## src/rtl/sc_hex_display.sv

```systemverilog
// sc_hex_display: binary to six-digit seven-segment driver.
// Uses a serial double-dabble converter and a one-deep pending buffer, so the
// most recently written value is always the one that ends up displayed.
// Optional feature macro: HEX_LEADING_ZERO_BLANK_EN blanks leading zero digits.
module sc_hex_display #(
    parameter int unsigned VALUE_W = 20,
    parameter int unsigned DIGITS  = 6
) (
    input  logic                  clock,
    input  logic                  reset,
    input  logic                  load,
    input  logic [VALUE_W-1:0]    value,
    output logic [7*DIGITS-1:0]   io_out_hex,
    output logic                  busy,
    output logic                  done
);

    localparam int unsigned BCD_W = 4 * DIGITS;
    localparam int unsigned HEX_W = 7 * DIGITS;
    localparam int unsigned CNT_W = $clog2(VALUE_W + 1);

    localparam logic [6:0] SEG_DASH  = 7'b0111111;
    localparam logic [6:0] SEG_BLANK = 7'b1111111;

    // 10**n in 64 bits; the smallest value that no longer fits on the display
    function automatic logic [63:0] pow10(input int unsigned n);
        logic [63:0] p;
        p = 64'd1;
        for (int unsigned i = 0; i < n; i++) begin
            p = p * 64'd10;
        end
        return p;
    endfunction

    localparam logic [63:0] OVF_LIM = pow10(DIGITS);

    // Active-low {g,f,e,d,c,b,a} pattern for one BCD digit
    function automatic logic [6:0] seg_decode(input logic [3:0] d);
        logic [6:0] s;
        case (d)
            4'd0:    s = 7'b1000000;
            4'd1:    s = 7'b1111001;
            4'd2:    s = 7'b0100100;
            4'd3:    s = 7'b0110000;
            4'd4:    s = 7'b0011001;
            4'd5:    s = 7'b0010010;
            4'd6:    s = 7'b0000010;
            4'd7:    s = 7'b1111000;
            4'd8:    s = 7'b0000000;
            4'd9:    s = 7'b0010000;
            default: s = SEG_BLANK;
        endcase
        return s;
    endfunction

    typedef enum logic [1:0] {
        IDLE   = 2'd0,
        CONV   = 2'd1,
        UPDATE = 2'd2
    } state_t;

    state_t state_q, state_d;

    logic [VALUE_W-1:0] shift_q, shift_d;
    logic [BCD_W-1:0]   bcd_q, bcd_d;
    logic [BCD_W-1:0]   bcd_adj;
    logic [CNT_W-1:0]   cnt_q, cnt_d;
    logic               ovf_q, ovf_d;
    logic               pending_q, pending_d;
    logic [VALUE_W-1:0] pval_q, pval_d;
    logic [HEX_W-1:0]   hex_d;
    logic [HEX_W-1:0]   hex_dec;
    logic               busy_d;
    logic               done_d;

    // State register
    always_ff @(posedge clock) begin
        if (reset) begin
            state_q <= IDLE;
        end else begin
            state_q <= state_d;
        end
    end

    // Next-state logic
    always_comb begin
        state_d = state_q;
        case (state_q)
            IDLE:    if (load || pending_q) state_d = CONV;
            CONV:    if (cnt_q == CNT_W'(VALUE_W - 1)) state_d = UPDATE;
            UPDATE:  state_d = IDLE;
            default: state_d = IDLE;
        endcase
    end

    // Per-nibble +3 adjust ahead of each shift (no inter-nibble carry)
    always_comb begin
        bcd_adj = bcd_q;
        for (int k = 0; k < int'(DIGITS); k++) begin
            if (bcd_q[4*k +: 4] >= 4'd5) begin
                bcd_adj[4*k +: 4] = bcd_q[4*k +: 4] + 4'd3;
            end
        end
    end

    // Segment decode of the finished BCD result, with overflow dashes
    always_comb begin
        logic [3:0] nib;
`ifdef HEX_LEADING_ZERO_BLANK_EN
        logic       nz_seen;
        nz_seen = 1'b0;
`endif
        nib     = 4'd0;
        hex_dec = '1;
        for (int k = int'(DIGITS) - 1; k >= 0; k--) begin
            nib = bcd_q[4*k +: 4];
`ifdef HEX_LEADING_ZERO_BLANK_EN
            if (nib != 4'd0) nz_seen = 1'b1;
`endif
            if (ovf_q) begin
                hex_dec[7*k +: 7] = SEG_DASH;
`ifdef HEX_LEADING_ZERO_BLANK_EN
            end else if (!nz_seen && (k != 0)) begin
                hex_dec[7*k +: 7] = SEG_BLANK;
`endif
            end else begin
                hex_dec[7*k +: 7] = seg_decode(nib);
            end
        end
    end

    // Output / datapath next values
    always_comb begin
        shift_d   = shift_q;
        bcd_d     = bcd_q;
        cnt_d     = cnt_q;
        ovf_d     = ovf_q;
        pending_d = pending_q;
        pval_d    = pval_q;
        hex_d     = io_out_hex;
        done_d    = 1'b0;
        busy_d    = (state_d != IDLE);
        case (state_q)
            IDLE: begin
                if (load) begin
                    // a fresh write supersedes anything still pending
                    shift_d   = value;
                    bcd_d     = '0;
                    cnt_d     = '0;
                    ovf_d     = (64'(value) >= OVF_LIM);
                    pending_d = 1'b0;
                end else if (pending_q) begin
                    shift_d   = pval_q;
                    bcd_d     = '0;
                    cnt_d     = '0;
                    ovf_d     = (64'(pval_q) >= OVF_LIM);
                    pending_d = 1'b0;
                end
            end
            CONV: begin
                bcd_d   = {bcd_adj[BCD_W-2:0], shift_q[VALUE_W-1]};
                shift_d = {shift_q[VALUE_W-2:0], 1'b0};
                cnt_d   = cnt_q + CNT_W'(1);
                if (load) begin
                    pending_d = 1'b1;
                    pval_d    = value;
                end
            end
            UPDATE: begin
                hex_d  = hex_dec;
                done_d = 1'b1;
                if (load) begin
                    pending_d = 1'b1;
                    pval_d    = value;
                end
            end
            default: ;
        endcase
    end

    // Datapath and output registers
    always_ff @(posedge clock) begin
        if (reset) begin
            shift_q    <= '0;
            bcd_q      <= '0;
            cnt_q      <= '0;
            ovf_q      <= 1'b0;
            pending_q  <= 1'b0;
            pval_q     <= '0;
            io_out_hex <= '1;
            busy       <= 1'b0;
            done       <= 1'b0;
        end else begin
            shift_q    <= shift_d;
            bcd_q      <= bcd_d;
            cnt_q      <= cnt_d;
            ovf_q      <= ovf_d;
            pending_q  <= pending_d;
            pval_q     <= pval_d;
            io_out_hex <= hex_d;
            busy       <= busy_d;
            done       <= done_d;
        end
    end

endmodule

```

## config.mk

```make
export PLATFORM = sky130hd
export DESIGN_NAME = sc_hex_display
export DESIGN_NICKNAME = d
export VERILOG_FILES = /design/src/rtl/sc_hex_display.sv
export SDC_FILE = /design/constraint.sdc
export NUM_CORES = 1
export LEC_CHECK = 0
export ABC_AREA = 1
export ABC_CLOCK_PERIOD_IN_PS = 2070
export CAP_MARGIN = 30
export CORE_ASPECT_RATIO = 1.4
export CORE_UTILIZATION = 30
export CTS_CLUSTER_SIZE = 10
export DETAILED_ROUTE_END_ITERATION = 8
export GPL_TIMING_DRIVEN = 0
export PLACE_DENSITY = 0.57
export SLEW_MARGIN = 20
export SYNTH_ARGS = -nofsm -noshare
export SYNTH_HDL_FRONTEND = slang
export SYNTH_SLANG_ARGS = --single-unit
```

## constraint.sdc

```tcl
create_clock -name clock -period 2.07 [get_ports clock]
set_input_delay 0.414 -clock clock [delete_from_list [all_inputs] [get_ports clock]]
set_output_delay 0.414 -clock clock [all_outputs]
set_load 0.05 [all_outputs]
```

==> results.yml, run 1 <==
route:
  top_layer: "met5"
  route.met3.wl_um: 690
  wl_met1_mm: 8.33
  wl_met2_mm: 10.2
  wire_per_inst_um: 13.6
  first_pass_iters: 5
  ant_nets: 0
  via_count: 6846
  drt_iter0_markers: 301
  vias_per_cell: 4.72
  drc: 0
  wl_mm: 19.7
worst_setup_path:
  cp.arrival_ns: 2.36
  rrSetupSlack_ns: 0.02
  r2r_cells: 12
  crit_fanout: 10
  path_class: "reg2reg"
  slowest_delay_ns: 0.39
  cp.required_ns: 2.39
  crit_chain: "inv_4, ha_4, a21oi_4, buf_8, nand3_2, o21ai_2, nand2_2, buf_4, ha_1, nand3b_1, nand3_1, nand2_2"
  cp_slowest_cell: "dfxtp_4"
  worst_setup_path_end_kind: "flip-flop"
  crit_buf_inv: 3
  reg2reg_from: "state_q[0]"
  critical-path-top-cell-by-count: "nand2_2"
  cp_top_family: "simple AND/OR/NAND/NOR gates"
  startpoint: "state_q[0]"
  cp-start-kind: "flip-flop"
worst_hold_path:
  hold_class: "in2reg"
  whs_path_depth: 3
  worstHoldEndpoint: "pending_q"
  min_from: "load"
timing:
  worst-slew-pin-transition_ns: 0.638
  layout_min_cycle_time_ns: 2.05
  maxSlewViolCount: 0
  rsz0062_at_grt: "true"
  whs_ns: 0.360
  fin_crit_sh_pct: 98.8
  slew_headroom_pct: 57.5
  skew_ns: 0.0142
  clock.fmax_mhz: 489
  finalSetupViolations: 0
  final_hold_viol_count: 0
clock_network:
  cts_buffer_depth: 2
  htreeDepth: 4
  root_buffer: "clkbuf_16"
  cts.sinks: 159
  clkTransAtPathRegs_ns: 0.07
  cts_buffers: 17
  cts_tree: "done"
  clock_latency_ns: 0.44
pwr:
  ir_drop_uv: 628
  internal_power_uw: 5410
  p_leak_uw: 0.00469
  powerDensity_nw_per_um2: 761
  power_switching_uw: 2140
  pwr-share-seq_pct: 43.8
  switching_share_pct: 28.4
  p_comb_share_pct: 15.2
  clockPowerShare_pct: 41.0
placement:
  dpl_cell_area_sq_um: 8520
  hpwl_mm: 13.7
  portBuffers: 65
  globalplace.congestion: 0.860
die:
  initial_utilization_pct: 30.4
  die_y_um: 189
  io_pins: 67
  die_w_um: 135
  die_area_sq_um: 25600
  rows: 68
  core-area_sq_um: 24600
grt:
  grt_max_degree: 17
  antenna_found_initial: 1
  grt.total_usage_pct: 15.8
  first_global_vias: 6425
  grt-ovfl-total: 0
  grt_pass1_wl_mm: 31.7
yosys:
  ys_types: 36
  synth.top_cell.area_share_pct: 42.6
  yosys_warnings: 0
  netlist_top_cells_count: "281 x nand2_1, 159 x dfxtp_1, 96 x inv_1"
  synth-edff-count: 0
  ys_seq_area_share_pct: 42.6
  netlist_area_sq_um: 7470
  synth_area_leader_cell: "dfxtp_1"
  syn_inst: 996
  synth_area_leaders: "dfxtp_1 43%, nand2_1 14%, ha_1 7.7%"
  yosysMostFrequentCell: "nand2_1"
  synth_ff_type: "dfxtp_1"
  async_flop_share_pct: 0
  syn_area_per_cell_sq_um: 7.50
  ys_ff_latch: 159
  mappedNetlistNets: 1065
flow_run:
  drv_cap: 0
final_layout:
  final_nets: 1191
  nFillCells: 2485
  syn2layout_area_growth_pct: 32.9
  register_area_sq_um: 3210
  antennaDiodeCount: 0
  multi_input_area_sq_um: 4070
  final_core_util_pct: 40.4
  drive_gt1_share_pct: 21.0
  final_area_sq_um: 9930
outcome:
  status: "completed"
layout make-up:
cell class              instances  share of cell area (%)
inverters                     109                    4.32
well taps                     315                    3.97
multi-input cells             685                    40.9
clock buffers                  20                    4.60
clock inverters                12                    1.25
repair buffers                108                    10.1
plain buffers                  42                    2.53
flip-flops and latches        159                    32.3
placed cells by master, fill, tap and decap left out, drive strengths merged:
master and count:
nand2 305, dfxtp 159, inv 111, nand3 97, clkdlybuf4s50 64, buf 62, o21ai 57, nor2 51
ha 46, clkbuf 43, o22ai 37, a21oi 28, nand3b 23, o211ai 13, a31oi 11, nand4 8
clkinv 8, nor3 3, or2 1, o2111ai 1, xor2 1, a211oi 1, a221oi 1, xnor2 1
bufinv 1, clkinvlp 1, dlygate4sd2 1
per-layer routing:
metal	global-route usage (%)	vias up
met3	2.66	35
met2	27.9	134
met1	18.4	3176
met5	0	-
li1	-	3499
met4	7.56	2
worst register-to-register path: stages (launching register included):
cell and delay, ns:
dfxtp_4 0.39, inv_4 0.05, ha_4 0.18, a21oi_4 0.18, buf_8 0.18, nand3_2 0.09, o21ai_2 0.08, nand2_2 0.12
buf_4 0.17, ha_1 0.17, nand3b_1 0.14, nand3_1 0.11, nand2_2 0.07
power groups by stage:
stage          logic [uW]  clock network (uW)  registers (uW)
6_report             1150                3090            3310
5_1_grt              1270                3300            3330
4_1_cts              1040                3190            3310
3_5_place_dp          951                   0            3380
3_3_place_gp          940                   0            3380
2_1_floorplan         662                   0            3360
logic make-up after synthesis:
| kind of cell | count (synthesis) | synth area share (%) |
|---|---|---|
| buffers and inverters | 152 | 8.41 |
| XOR/XNOR | 2 | 0.234 |
| AO/OA/AOI/OAI | 149 | 11.6 |
| flip-flops | 159 | 42.6 |
| AND/OR/NAND/NOR | 488 | 29.5 |
| adder cells (fa/ha/maj) | 46 | 7.70 |
metrics by stage:
stage / setup TNS [ns] / power (uW) / worst slack [ns] / cells
global placement: -61.51 / 4320 / -1.13 / 1376
CTS: 0 / 7550 / 0.00188 / 1430
detailed placement: -62.35 / 4330 / -1.12 / 1376
finish: 0 / 7560 / 0.0242 / 1450
global route: -0.619 / 7900 / -0.0788 / 1450
floorplan: 0 / 4030 / 0.00951 / 996
how the worst max path moves through the flow:
stage / slack, ns / depth (start not counted) / end
finish: 0.02 / 12 / flip-flop
global route: -0.08 / 16 / flip-flop
CTS: 0.002 / 14 / flip-flop
detailed placement: -1.12 / 9 / flip-flop
global placement: -1.13 / 9 / flip-flop
floorplan: 0.01 / 14 / flip-flop
timing repair:
action / CTS / global route
pin swaps: 9 / 36
endpoints found under the setup margin: 46 / 44
resized for setup: 44 / 108
gates cloned: 0 / 1
hold endpoints to repair: 0 / 0
setup buffers: 22 / 20
hold buffers: 0 / 0
(Power assumes the default switching activity.)
==> inputs of run 2 (changes only) <==
==> constraint.sdc (replaced) <==
create_clock -name clock -period 2.07 [get_ports clock]
set_input_delay 0.414 -clock clock [delete_from_list [all_inputs] [get_ports clock]]
set_output_delay 0.414 -clock clock [all_outputs]
set_load 0.005 [all_outputs]
==> results of run 2 <==
The final DEF is identical to that of run 1. Status: completed.
Main changes from that run: total power 7560 uW -> 7550 uW
==> inputs of run 3 (changes only) <==
--- a/config.mk
+++ b/config.mk
@@ -9,11 +9,11 @@
 export ABC_CLOCK_PERIOD_IN_PS = 2070
 export CAP_MARGIN = 30
 export CORE_ASPECT_RATIO = 1.4
-export CORE_UTILIZATION = 30
+export CORE_UTILIZATION = 50
 export CTS_CLUSTER_SIZE = 10
 export DETAILED_ROUTE_END_ITERATION = 8
 export GPL_TIMING_DRIVEN = 0
-export PLACE_DENSITY = 0.57
+export PLACE_DENSITY = 0.82
 export SLEW_MARGIN = 20
 export SYNTH_ARGS = -nofsm -noshare
 export SYNTH_HDL_FRONTEND = slang
==> results.yml, run 3 (synthesis gave the netlist of run 1 again) <==
worst_setup_path:
  crit_fanout: 10
  cp.arrival_ns: 2.47
  path_class: "reg2reg"
  reg2reg_from: "state_q[0]"
  rrSetupSlack_ns: -0.02
  cp.required_ns: 2.45
  r2r_cells: 13
  worst_setup_path_end_kind: "flip-flop"
  cp-start-kind: "flip-flop"
worst_hold_path:
  min_from: "load"
  hold_class: "in2reg"
  whs_path_depth: 3
  worstHoldEndpoint: "pending_q"
route:
  drt_iter0_markers: 505
  ant_nets: 0
  drc: 0
  vias_per_cell: 5.42
  first_pass_iters: 5
  wl_mm: 19.7
  via_count: 7151
  wire_per_inst_um: 14.9
timing:
  rsz0062_at_grt: "true"
  finalWorstSetupSlack_ns: -0.0180
  maxSlewViolCount: 0
  clock.fmax_mhz: 479
  final_hold_viol_count: 0
  slew_headroom_pct: 57.5
  finalSetupViolations: 5
  layout_min_cycle_time_ns: 2.09
  worst-slew-pin-transition_ns: 0.637
  tns_ns: -0.0463
  skew_ns: 0.00797
  whs_ns: 0.370
  fin_crit_sh_pct: 101
grt:
  grt.total_usage_pct: 24.2
  first_global_vias: 6444
  grt_pass1_wl_mm: 29.9
  grt-ovfl-total: 0
  antenna_found_initial: 0
  grt_max_degree: 17
final_layout:
  nFillCells: 1129
  register_area_sq_um: 3210
  layout_commonest_cell: "nand2_1"
  syn2layout_area_growth_pct: 28.6
  drive_gt1_share_pct: 18.7
  layout_common_cells: "253 x nand2_1, 147 x dfxtp_1, 87 x nand3_1, 81 x inv_1, 64 x clkdlybuf4s50_1"
  fin_cells: 1320
  multi_input_area_sq_um: 3900
  antennaDiodeCount: 0
  final_nets: 1188
clock_network:
  clkTransAtPathRegs_ns: 0.07
  cts_tree: "done"
  cts.sinks: 159
  htreeDepth: 4
  cts_buffer_depth: 2
  clock_latency_ns: 0.43
  cts_buffers: 17
  cts_hold_buf: 0
  root_buffer: "clkbuf_16"
pwr:
  clockPowerShare_pct: 43.2
  powerDensity_nw_per_um2: 814
  switching_share_pct: 27.2
  internal_power_uw: 5690
  ir_drop_uv: 477
  pwr-share-seq_pct: 42.4
  power_switching_uw: 2130
  p_leak_uw: 0.00464
  p_comb_share_pct: 14.4
outcome:
  violations: "negative setup slack"
  status: "finished with violations"
placement:
  hpwl_mm: 12.5
  globalplace.congestion: 0.927
  dp.cells: 1250
  portBuffers: 65
die:
  die_area_sq_um: 15400
  io_pins: 67
  core-area_sq_um: 14500
  die_w_um: 105
  rows: 52
  initial_utilization_pct: 51.5
  die_y_um: 147
flow_run:
  drv_cap: 0
[run 3: area by class of cell]
cell class              instances  area share [%]
flip-flops and latches        159            33.4
clock buffers                  17            4.43
multi-input cells             685            40.6
well taps                     189            2.46
repair buffers                105            10.1
plain buffers                  42            2.50
clock inverters                14            2.11
inverters                     109            4.44
[run 3: worst max path at each step]
stage	depth (start not counted)	from	end
after floorplan	14	state_q[1]	flip-flop
after global placement	9	reset	flip-flop
after detailed placement	9	reset	flip-flop
after CTS	15	state_q[0]	flip-flop
after global routing	12	state_q[0]	flip-flop
final	13	state_q[0]	flip-flop
[run 3: power by group through the flow]
stage | combinational, uW | clock, uW | sequential [uW]
floorplan | 662 | 0 | 3360
global placement | 898 | 0 | 3370
detailed placement | 913 | 0 | 3380
CTS | 999 | 3380 | 3320
global route | 1230 | 3530 | 3340
finish | 1130 | 3380 | 3320
[run 3: critical path: stages, from the launching register on]
cell,delay [ns]
dfxtp_4,0.39
inv_4,0.04
ha_4,0.19
a21oi_4,0.22
buf_6,0.18
nand3_1,0.11
nand2_2,0.10
nand2_4,0.07
buf_4,0.15
buf_4,0.13
ha_1,0.20
nand2_1,0.10
nand3_1,0.08
nand2_1,0.07
[run 3: stage by stage]
stage	setup slack [ns]	power, uW	cell area [sq um]	utilization (%)
2_1_floorplan	0.00951	4020	7470	-
3_3_place_gp	-0.981	4270	8360	57.6
3_5_place_dp	-1.01	4290	8360	57.6
4_1_cts	0.00868	7700	9280	64.0
5_1_grt	-0.0830	8100	9610	66.2
6_report	-0.0180	7830	9610	66.2
[run 3: metal layers]
| layer | up-vias | wire length, um | global-route usage (%) |
|---|---|---|---|
| met3 | 87 | 964 | 4.82 |
| li1 | 3508 | - | - |
| met4 | 0 | 1150 | 13.7 |
| met1 | 3269 | 7610 | 26.9 |
| met5 | - | 0 | 0 |
| met2 | 287 | 9960 | 42.6 |
[run 3: repair_timing]
action | in CTS | in global routing
gates cloned | 0 | 1
pin swaps | 8 | 17
endpoints found under the setup margin | 42 | 47
resized for setup | 39 | 69
setup buffers | 24 | 15
